--- config.mk ---
export PLATFORM = sky130hd
export DESIGN_NAME = pipe_stage_reg
export DESIGN_NICKNAME = d
export VERILOG_FILES = /design/src/rtl/pipe_pkg.sv /design/src/rtl/pipe_skid_buf.sv /design/src/rtl/pipe_stage_reg.sv
export SDC_FILE = /design/constraint.sdc
export NUM_CORES = 1
export LEC_CHECK = 0
export CAP_MARGIN = 5
export CELL_PAD_IN_SITES_DETAIL_PLACEMENT = 1
export CELL_PAD_IN_SITES_GLOBAL_PLACEMENT = 2
export CORE_ASPECT_RATIO = 0.75
export CORE_UTILIZATION = 22
export DETAILED_ROUTE_END_ITERATION = 8
export PLACE_DENSITY = 0.94
export SLEW_MARGIN = 10
export SYNTH_ARGS = -nofsm -noshare
export SYNTH_HDL_FRONTEND = slang
export SYNTH_SLANG_ARGS = --single-unit
--- constraint.sdc ---
create_clock -name clk -period 3.3 [get_ports clk]
set_clock_uncertainty 0.05 [all_clocks]
set_input_delay 0.99 -clock clk [delete_from_list [all_inputs] [get_ports clk]]
set_output_delay 0.99 -clock clk [all_outputs]
set_load 0.01 [all_outputs]
--- src/rtl/pipe_pkg.sv ---
// Shared types for the RV32i inter-stage registers: skid FSM states,
// per-boundary widths and named-field structs for packing stage payloads.
package pipe_pkg;

    typedef enum logic [1:0] {
        EMPTY = 2'd0,
        ONE   = 2'd1,
        TWO   = 2'd2
    } skid_state_t;

    typedef struct packed {
        logic       reg_write;
        logic [1:0] result_src;
        logic       mem_write;
        logic       jump;
        logic       branch;
        logic [2:0] alu_ctrl;
        logic       alu_src;
        logic [2:0] funct3;
        logic       pc_target_src;
        logic [1:0] spare;
    } idex_ctrl_t;

    typedef struct packed {
        logic [31:0] rd1;
        logic [31:0] rd2;
        logic [31:0] pc;
        logic [31:0] imm_ext;
        logic [31:0] pc_plus4;
        logic [4:0]  rd;
        logic [4:0]  rs1;
        logic [4:0]  rs2;
    } idex_data_t;

    typedef struct packed {
        logic       reg_write;
        logic [1:0] result_src;
        logic       mem_write;
        logic [2:0] funct3;
    } exmem_ctrl_t;

    typedef struct packed {
        logic [31:0] alu_result;
        logic [31:0] write_data;
        logic [31:0] pc_plus4;
        logic [4:0]  rd;
    } exmem_data_t;

    typedef struct packed {
        logic       reg_write;
        logic [1:0] result_src;
    } memwb_ctrl_t;

    typedef struct packed {
        logic [31:0] alu_result;
        logic [31:0] read_data;
        logic [31:0] pc_plus4;
        logic [4:0]  rd;
    } memwb_data_t;

    localparam int unsigned IDEX_CTRL_W  = $bits(idex_ctrl_t);
    localparam int unsigned IDEX_DATA_W  = $bits(idex_data_t);
    localparam int unsigned EXMEM_CTRL_W = $bits(exmem_ctrl_t);
    localparam int unsigned EXMEM_DATA_W = $bits(exmem_data_t);
    localparam int unsigned MEMWB_CTRL_W = $bits(memwb_ctrl_t);
    localparam int unsigned MEMWB_DATA_W = $bits(memwb_data_t);

endpackage

--- src/rtl/pipe_skid_buf.sv ---
// Second-entry holding register and EMPTY/ONE/TWO state machine for the
// skid configuration; tells the parent when and from where to load its main register.
module pipe_skid_buf
    import pipe_pkg::*;
#(
    parameter int unsigned CTRL_W = 16,
    parameter int unsigned DATA_W = 165
) (
    input  logic              clk,
    input  logic              rst,
    input  logic              in_fire,
    input  logic              out_fire,
    input  logic              flush,
    input  logic [CTRL_W-1:0] in_ctrl,
    input  logic [DATA_W-1:0] in_data,
    output logic              ready,
    output logic              main_load_in,
    output logic              main_load_skid,
    output logic              main_clear,
    output logic [CTRL_W-1:0] skid_ctrl,
    output logic [DATA_W-1:0] skid_data
);

    skid_state_t       state_q, state_d;
    logic              ready_q;
    logic              skid_load, skid_clear;
    logic [CTRL_W-1:0] skid_ctrl_q;
    logic [DATA_W-1:0] skid_data_q;

    always_comb begin
        state_d        = state_q;
        main_load_in   = 1'b0;
        main_load_skid = 1'b0;
        main_clear     = 1'b0;
        skid_load      = 1'b0;
        skid_clear     = 1'b0;
        if (flush) begin
            state_d    = EMPTY;
            skid_clear = 1'b1;
        end else begin
            unique case (state_q)
                EMPTY: begin
                    if (in_fire) begin
                        state_d      = ONE;
                        main_load_in = 1'b1;
                    end
                end
                ONE: begin
                    if (in_fire && out_fire) begin
                        main_load_in = 1'b1;
                    end else if (in_fire) begin
                        state_d   = TWO;
                        skid_load = 1'b1;
                    end else if (out_fire) begin
                        state_d    = EMPTY;
                        main_clear = 1'b1;
                    end
                end
                TWO: begin
                    // ready is low in TWO, so in_fire cannot occur here
                    if (out_fire) begin
                        state_d        = ONE;
                        main_load_skid = 1'b1;
                        skid_clear     = 1'b1;
                    end
                end
                default: state_d = EMPTY;
            endcase
        end
    end

    always_ff @(posedge clk) begin
        if (rst) begin
            state_q     <= EMPTY;
            ready_q     <= 1'b0;
            skid_ctrl_q <= '0;
            skid_data_q <= '0;
        end else begin
            state_q <= state_d;
            ready_q <= (state_d != TWO);
            if (skid_clear) begin
                skid_ctrl_q <= '0;
                skid_data_q <= '0;
            end else if (skid_load) begin
                skid_ctrl_q <= in_ctrl;
                skid_data_q <= in_data;
            end
        end
    end

    assign ready     = ready_q;
    assign skid_ctrl = skid_ctrl_q;
    assign skid_data = skid_data_q;

endmodule

--- src/rtl/pipe_stage_reg.sv ---
// Generic inter-stage pipeline register with ready/valid handshake, stall,
// flush and an optional two-entry skid buffer that registers in_ready.
module pipe_stage_reg
    import pipe_pkg::*;
#(
    parameter int unsigned CTRL_W             = 16,
    parameter int unsigned DATA_W             = 165,
    parameter int unsigned SKID               = 0,
    parameter int unsigned ZERO_DATA_ON_FLUSH = 1
) (
    input  logic              clk,
    input  logic              rst,
    input  logic              in_valid,
    output logic              in_ready,
    input  logic [CTRL_W-1:0] in_ctrl,
    input  logic [DATA_W-1:0] in_data,
    output logic              out_valid,
    input  logic              out_ready,
    output logic [CTRL_W-1:0] out_ctrl,
    output logic [DATA_W-1:0] out_data,
    input  logic              stall,
    input  logic              flush
);

    logic              in_fire, out_fire;
    logic              valid_q;
    logic [CTRL_W-1:0] ctrl_q;
    logic [DATA_W-1:0] data_q;
    logic              main_load_in, main_load_skid, main_clear;
    logic [CTRL_W-1:0] skid_ctrl;
    logic [DATA_W-1:0] skid_data;

    assign in_fire  = in_valid & in_ready & ~stall & ~flush;
    assign out_fire = valid_q & out_ready & ~stall;

    generate
        if (SKID != 0) begin : g_skid
            pipe_skid_buf #(
                .CTRL_W (CTRL_W),
                .DATA_W (DATA_W)
            ) u_skid (
                .clk            (clk),
                .rst            (rst),
                .in_fire        (in_fire),
                .out_fire       (out_fire),
                .flush          (flush),
                .in_ctrl        (in_ctrl),
                .in_data        (in_data),
                .ready          (in_ready),
                .main_load_in   (main_load_in),
                .main_load_skid (main_load_skid),
                .main_clear     (main_clear),
                .skid_ctrl      (skid_ctrl),
                .skid_data      (skid_data)
            );
        end else begin : g_no_skid
            assign in_ready       = ~stall & (~valid_q | out_ready);
            assign main_load_in   = in_fire;
            assign main_load_skid = 1'b0;
            assign main_clear     = out_fire & ~in_fire;
            assign skid_ctrl      = '0;
            assign skid_data      = '0;
        end
    endgenerate

    // rst > flush > stall > handshake
    always_ff @(posedge clk) begin
        if (rst) begin
            valid_q <= 1'b0;
            ctrl_q  <= '0;
            data_q  <= '0;
        end else if (flush) begin
            valid_q <= 1'b0;
            ctrl_q  <= '0;
            if (ZERO_DATA_ON_FLUSH != 0) begin
                data_q <= '0;
            end
        end else if (!stall) begin
            if (main_load_in) begin
                valid_q <= 1'b1;
                ctrl_q  <= in_ctrl;
                data_q  <= in_data;
            end else if (main_load_skid) begin
                valid_q <= 1'b1;
                ctrl_q  <= skid_ctrl;
                data_q  <= skid_data;
            end else if (main_clear) begin
                // bubble: ctrl zeroed so nothing downstream writes state
                valid_q <= 1'b0;
                ctrl_q  <= '0;
            end
        end
    end

    assign out_valid = valid_q;
    assign out_ctrl  = ctrl_q;
    assign out_data  = data_q;

endmodule

==> impl_metrics.ini, run 1 <==
[layout]
final_layout_size_suffix_gt1_frac = 0.0596
fillCellCount = 3564
finalInstanceArea_sq_um = 11400
final_net_count = 1299
syn_to_final_growth_pct = 66.7

[setup_path]
crit_type = in -> out
cp.buffers_inverters = 2
cp_common_cell = clkdlybuf4s50_1
required_ns = 2.26
crit_slowest_cell = clkdlybuf4s50_1
path_delay_family = buffers and inverters
cp.arrival_ns = 2.19
critPathCaptureType = output port
cp_slowest_stage_delay_ns = 0.54
crit_path_start_kind = input port
path_cells = clkdlybuf4s50_1, nor2b_4, nor2_1, clkdlybuf4s50_1
critPathMaxFanout = 2

[global_route]
antenna_found_initial = 1
grt_overflow_total = 0
grt_use_total = 0.165
grt_pass1_wl_um = 41700
grt_max_degree = 103
grt_pass1_vias = 7291

[power]
p_total_w = 0.00488
leakagePower_nw = 3.74
irDropWorstVdd_mv = 0.306
power.density_nw_per_um2 = 428

[floorplanning]
fp.dieH_um = 155
fp-row-count = 55
die_area_sq_um = 31800
core_area_sq_um = 30300
num_io_pins = 370
dieWidth_um = 206
initial_core_util = 0.225

[placed_design]
gp_congestion = 0.757
dpl_cell_area_sq_um = 10800
post-dp-hpwl_um = 18200
post-place-ws_ns = 0.0673
portBuffers = 369

[clock_tree]
cts_buffer_depth = 2
cts_sinks = 182
cts_buffers = 17
insertion_delay_ns = 0.42
clockRootBuffer = clkbuf_16
clk_pin_slew_worst_paths_ns = 0.07
cts_resized = 0
cts_hold_buf = 0
cts_setup_buffers = 0
cts_tree = built
htreeDepth = 4

[yosys]
synth_top_cell_area_share = 0.533
ys_types = 23
synth_nets = 986
synth_area_sq_um = 6840
yosys_most_used_dff = dfxtp_1
syn_avg_cell_area_sq_um = 8.56
synth_top_area_cell = dfxtp_1
synthCells = 799
synth_edf_count = 0
ys.warnings.count = 0
synthTopCellsByArea = dfxtp_1, a21oi_1, nand3_1
yosysSeqAreaShare = 0.533
synthArstFlopShare = 0
synth.ff_latch_count = 182

[timing]
fmax_mhz = 310
rsz0062_at_grt = no
report.final.hold_viol_count = 0
fin_setup_tns_ns = 0
finalWorstPathRequiredPeriod_ns = 3.23
layout_worst_path_cycle_share = 0.979
maxSlewViolCount = 0
relSlewSlack = 0.520
layout_setup_ws_ns = 0.0703
tightestPinTransition_ns = 0.720
finalSetupViolCount = 0

[status]
status = finished, final reports clean

[routing]
finalWirelength_um = 27200
avgRoutedWirePerCell_um = 17.8
routed_via_density = 4.77
num_vias = 7273
dr.pass1.iters = 5
ant_nets = 0
drcViolationCount = 0
drtIter0Drc = 399

[flow_run]
drv_cap = 0

[worst_hold_path]
min_path_type = reg -> reg
[cell usage after synthesis, types with 4 or more instances]
cell,number
dfxtp_1,182
a22o_2,10
a21oi_1,166
clkbuf_1,25
buf_2,42
o21ai_1,9
nand3_1,165
buf_6,4
o21ai_0,157
a22o_1,6
clkbuf_2,21
[per-layer routing]
metal  up-vias  part of all wire  GRT usage
met4         0             0.016     0.0487
met1      3565              0.45      0.211
met3        28             0.063     0.0495
li1       3485                 -          -
met5         -                 0          0
met2       195              0.47      0.267
[placed cells by master (no fill, tap or decap)]
cell type,n
clkdlybuf4s50_1,369
dfxtp_1,182
a21oi_1,166
nand3_1,165
o21ai_0,157
clkbuf_16,17
a22o_2,10
o21ai_1,9
buf_4,9
buf_12,9
a22o_1,6
clkinv_4,4
inv_6,4
inv_8,3
clkinvlp_4,2
diode_2,1
nor2b_4,1
nor2_1,1
or2b_4,1
and2b_4,1
nand2b_4,1
or2_4,1
inv_1,1
mux2_4,1
a21oi_2,1
nor3_4,1
nand2_1,1
clkbuf_1,1
clkinv_8,1
[state kept, by name, indices dropped and copies added, names as in the netlist]
register and cells:
out_ctrl 16, out_valid 1, out_data 165
[through the flow]
step	hold slack, ns	instances	utilization
floorplan	0.448	799	-
detailed placement	0.416	1492	0.357
finish	0.426	1525	0.376
global placement	0.410	1492	0.357
CTS	0.426	1524	0.376
global route	0.446	1525	0.376
[area by class of cell]
cell class              count  area, sq um  share of cell area
inverters                   1         3.75            0.000329
well taps                 399          499              0.0438
clock inverters            14          135              0.0119
multi-input cells         523         2750               0.241
repair buffers            387         3940               0.346
clock buffers              18          429              0.0376
flip-flops and latches    182         3640               0.320
diodes                      1         2.50            0.000220
[cells by family after synthesis]
family / after synthesis / synth area share
AO/OA/AOI/OAI: 349 / 0.267
flip-flops: 182 / 0.533
AND/OR/NAND/NOR: 173 / 0.131
buffers and inverters: 94 / 0.0680
multiplexers: 1 / 0.00219
[worst register-to-register path: stages, from the launching register on]
cell and delay, ns:
dfxtp_1 0.37, nor2b_4 0.15, buf_4 0.16, buf_4 0.27
nor3_4 0.65, a22o_2 0.26
[final timing paths]
check                                    from            end  slack (ns)  cells past startpoint
worst max-delay path                out_ready       in_ready        0.07                      4
worst min-delay path            out_data[149]  out_data[149]        0.43                      2
worst max register to register      out_valid    out_ctrl[6]        1.34                      5
worst min register to register  out_data[149]  out_data[149]        0.43                      2
[power breakdown]
part	internal [W]	switching, W	total, W
clock	0.00100	0.00101	0.00201
sequential	0.00224	0.0000231	0.00227
combinational	0.000347	0.000261	0.000608
total	0.00359	0.00129	0.00488
Power figures use the tool's default switching activity.
==> inputs of run 2 (changes only) <==
- CELL_PAD_IN_SITES_DETAIL_PLACEMENT: 1 -> not set
- CELL_PAD_IN_SITES_GLOBAL_PLACEMENT: 2 -> not set
- CORE_AREA: not set -> 2 2 143 145
- CORE_ASPECT_RATIO: 0.75 -> not set
- CORE_UTILIZATION: 22 -> not set
- DIE_AREA: not set -> 0 0 145 147
- PLACE_DENSITY: 0.94 -> 0.84
==> impl_metrics.ini, run 2 (same netlist as run 1, synthesis figures left out) <==
[status]
status = finished, final reports clean

[worst_hold_path]
min_path_type = reg -> reg

[global_route]
grt_overflow_total = 0
grt_use_total = 0.207
grt_pass1_wl_um = 36500
antenna_found_initial = 0
grt_max_degree = 129
grt_pass1_vias = 6942

[placed_design]
gp_congestion = 0.808
dpl_cell_area_sq_um = 10600
portBuffers = 369
post-dp-hpwl_um = 15300

[routing]
finalWirelength_um = 23200
num_vias = 7178
wl_met1_um = 9530
wl_met3_um = 1750
dr.pass1.iters = 5
ant_nets = 0
avgRoutedWirePerCell_um = 16.7
drcViolationCount = 0
wl_met2_um = 11200
drtIter0Drc = 419
highest_layer = met4
routed_via_density = 5.16

[timing]
report.final.hold_viol_count = 0
fin_setup_tns_ns = 0
maxSlewViolCount = 0
rsz0062_at_grt = no
finalWorstPathRequiredPeriod_ns = 3.02
layout_worst_path_cycle_share = 0.914
fmax_mhz = 332
hold_slack_ns = 0.422
finalSetupViolCount = 0
relSlewSlack = 0.399
tightestPinTransition_ns = 0.901

[floorplanning]
core_area_sq_um = 19800
initial_core_util = 0.345
die_area_sq_um = 21300
num_io_pins = 370
fp-row-count = 52
dieWidth_um = 145
fp.dieH_um = 147

[setup_path]
required_ns = 2.26
critPathCaptureType = output port
path_delay_family = buffers and inverters
crit_type = in -> out
path_cells = clkdlybuf4s50_1, nor2b_4, nor2_1, dlygate4sd2_1
crit_path_start_kind = input port
crit_slowest_cell = clkdlybuf4s50_1
cp.arrival_ns = 1.98
cp_slowest_stage_delay_ns = 0.53
cp.buffers_inverters = 2
critPathMaxFanout = 2

[layout]
mostFrequentLayoutCells = clkdlybuf4s50_1, dfxtp_1, a21oi_1
final_common_cell = clkdlybuf4s50_1
n_antenna_cell = 0
syn_to_final_growth_pct = 64.3
final_util = 0.566
finalInstanceArea_sq_um = 11200
final_net_count = 1295
final_layout_size_suffix_gt1_frac = 0.0571
largest_reg_flops = 165

[clock_tree]
insertion_delay_ns = 0.41
clk_pin_slew_worst_paths_ns = 0.07
cts_sinks = 182
clockRootBuffer = clkbuf_16
cts_tree = built
cts_buffers = 17
cts_buffer_depth = 2
cts_hold_buf = 0
htreeDepth = 4

[flow_run]
drv_cap = 0

[power]
p_total_w = 0.00493
leakagePower_nw = 3.75
power.density_nw_per_um2 = 439
irDropWorstVdd_mv = 0.325
==> run 2: changes by cell type in the layout (fill, tap and decap cells not counted), sizes merged <==
cell | before | now
buf | 18 | 14
clkbuf | 18 | 19
dlygate4sd2 | 0 | 1
clkdlybuf4s50 | 369 | 368
bufinv | 0 | 1
diode | 1 | 0
clkinvlp | 2 | 0
==> run 2: path summary, 6_finish.rpt <==
path / start / endpoint / slack (ns) / depth (start not counted)
min: out_data[3] / out_data[3] / 0.42 / 2
max reg2reg: out_valid / out_data[120] / 1.19 / 5
max: out_ready / in_ready / 0.28 / 4
min reg2reg: out_data[3] / out_data[3] / 0.42 / 2
==> run 2: cell type report <==
type | instances | area [sq um]
flip-flops and latches | 182 | 3640
fillers | 1732 | 8610
clock buffers | 19 | 453
multi-input cells | 523 | 2750
well taps | 270 | 338
clock inverters | 13 | 158
repair buffers | 383 | 3900
inverters | 1 | 3.75
==> run 2: metal layers <==
| layer | GRT usage | vias to the layer above |
|---|---|---|
| met2 | 0.342 | 280 |
| met3 | 0.0658 | 50 |
| met4 | 0.0738 | 0 |
| met1 | 0.256 | 3371 |
| li1 | - | 3477 |
| met5 | 0 | - |
==> run 2: repair_timing <==
action | in CTS | in global routing
endpoints found under the setup margin | 1 | 0
setup buffers | 0 | 0
resized for setup | 1 | 0
==> run 2: power by group <==
group          switching [W]  internal, W  total [W]
clock network       0.000951      0.00113    0.00208
registers          0.0000224      0.00224    0.00227
logic               0.000247     0.000342   0.000590
==> run 2: worst register-to-register path: stages, from the launching register on <==
cell and delay [ns]:
dfxtp_1 0.41, nor2b_4 0.18, buf_4 0.56, buf_12 0.42
o21ai_0 0.23, a21oi_1 0.18
==> run 2: metrics by stage <==
step	std cells	setup WS (ns)
after floorplan	799	0.739
after global placement	1359	-0.0193
after detailed placement	1359	-0.00227
after CTS	1391	0.266
after global routing	1391	0.257
final	1391	0.285
==> inputs of run 3 (changes only) <==
- CAP_MARGIN: 5 -> 20
- CORE_AREA: 2 2 143 145 -> not set
- CORE_MARGIN: not set -> 2
- CORE_UTILIZATION: not set -> 30
- DIE_AREA: 0 0 145 147 -> not set
- PLACE_DENSITY: 0.84 -> 0.75
==> impl_metrics.ini, run 3 (same netlist as run 1, synthesis figures left out) <==
[status]
status = finished, final reports clean

[timing]
rsz0062_at_grt = no
report.final.hold_viol_count = 0
tightestPinTransition_ns = 0.926
finalWorstPathRequiredPeriod_ns = 3.24
relSlewSlack = 0.383
fin_setup_tns_ns = 0
layout_worst_path_cycle_share = 0.983
maxSlewViolCount = 0
hold_slack_ns = 0.424
finalSetupViolCount = 0
fmax_mhz = 308

[clock_tree]
cts_sinks = 182
cts_buffer_depth = 2
insertion_delay_ns = 0.42
cts_hold_buf = 0
cts_resized = 0
cts_tree = built
cts_setup_buffers = 0
cts_buffers = 17
clockRootBuffer = clkbuf_16
htreeDepth = 4
clk_pin_slew_worst_paths_ns = 0.06

[floorplanning]
fp.dieH_um = 155
fp-row-count = 55
die_area_sq_um = 24000
initial_core_util = 0.304
num_io_pins = 370
core_area_sq_um = 22500
dieWidth_um = 155

[layout]
final_net_count = 1299
n_antenna_cell = 0
syn_to_final_growth_pct = 64.4
final_layout_size_suffix_gt1_frac = 0.0596
fillCellCount = 2123
final_util = 0.500
final_common_cell = clkdlybuf4s50_1
largest_reg_flops = 165
stdcell_count = 1409
mostFrequentLayoutCells = clkdlybuf4s50_1, dfxtp_1, a21oi_1

[setup_path]
crit_type = in -> out
cp_common_cell = clkdlybuf4s50_1
cp_slowest_stage_delay_ns = 0.54
path_cells = clkdlybuf4s50_1, nor2b_4, nor2_1, clkdlybuf4s50_1
critPathMaxFanout = 2
crit_path_start_kind = input port
critPathCaptureType = output port
required_ns = 2.26
cp.arrival_ns = 2.20
crit_slowest_cell = clkdlybuf4s50_1

[placed_design]
portBuffers = 369
place_inst = 1378
post-dp-hpwl_um = 16200
gp_congestion = 0.775

[routing]
avgRoutedWirePerCell_um = 17.3
dr.pass1.iters = 5
drcViolationCount = 0
num_vias = 7230
ant_nets = 0
routed_via_density = 5.13
finalWirelength_um = 24400
drtIter0Drc = 570

[power]
leakagePower_nw = 3.73
power.density_nw_per_um2 = 429
irDropWorstVdd_mv = 0.280
p_total_w = 0.00483

[flow_run]
drv_cap = 0

[global_route]
antenna_found_initial = 0
grt_pass1_wl_um = 37300
grt_overflow_total = 0
grt_pass1_vias = 6850
grt_max_degree = 128
grt_use_total = 0.194

[worst_hold_path]
min_path_type = reg -> reg
-- run 3: cell types whose count changed in the layout (fill, tap and decap cells not counted), sizes merged --
cell,before,now
buf,14,18
clkinvlp,0,3
clkinv,5,3
bufinv,1,0
clkbuf,19,18
clkdlybuf4s50,368,369
dlygate4sd2,1,0
-- run 3: critical path, delay by kind of cell --
kind          cells  cell delay, ns
buf+inv           2            1.07
simple gates      2            0.15
-- run 3: area by class of cell --
type,instances,area (sq um),share of cell area
Timing Repair Buffer,387,3940,0.350
Clock buffer,18,439,0.0391
Clock inverter,13,116,0.0103
Tap cell,285,357,0.0317
Inverter,1,3.75,0.000334
Sequential cell,182,3640,0.324
Multi-Input combinational cell,523,2750,0.244
-- run 3: path summary, 6_finish.rpt --
kind,to,slack [ns],cells past startpoint,start
hold reg to reg,out_data[97],0.42,2,out_data[97]
hold / removal,out_data[97],0.42,2,out_data[97]
setup / recovery,in_ready,0.06,4,out_ready
setup reg to reg,out_data[82],1.23,5,out_valid
-- run 3: through the flow --
| step | setup slack [ns] | instance area, sq um |
|---|---|---|
| final | 0.0561 | 11200 |
| after floorplan | 0.739 | 6840 |
| after CTS | 0.0461 | 11200 |
| after global routing | 0.00489 | 11200 |
| after detailed placement | 0.0431 | 10700 |
| after global placement | 0.0471 | 10700 |
-- run 3: metal layers --
| metal | share of wire | vias up | GRT usage |
|---|---|---|---|
| li1 | - | 3485 | - |
| met1 | 0.42 | 3404 | 0.243 |
| met2 | 0.48 | 295 | 0.319 |
| met3 | 0.079 | 46 | 0.0571 |
| met4 | 0.025 | 0 | 0.0657 |
| met5 | 0 | - | 0 |
-- run 3: where the power goes --
part,switching [W],total [W],internal [W]
Combinational,0.000253,0.000597,0.000344
Clock,0.000954,0.00196,0.00101
Sequential,0.0000224,0.00227,0.00224
Total,0.00123,0.00483,0.00360
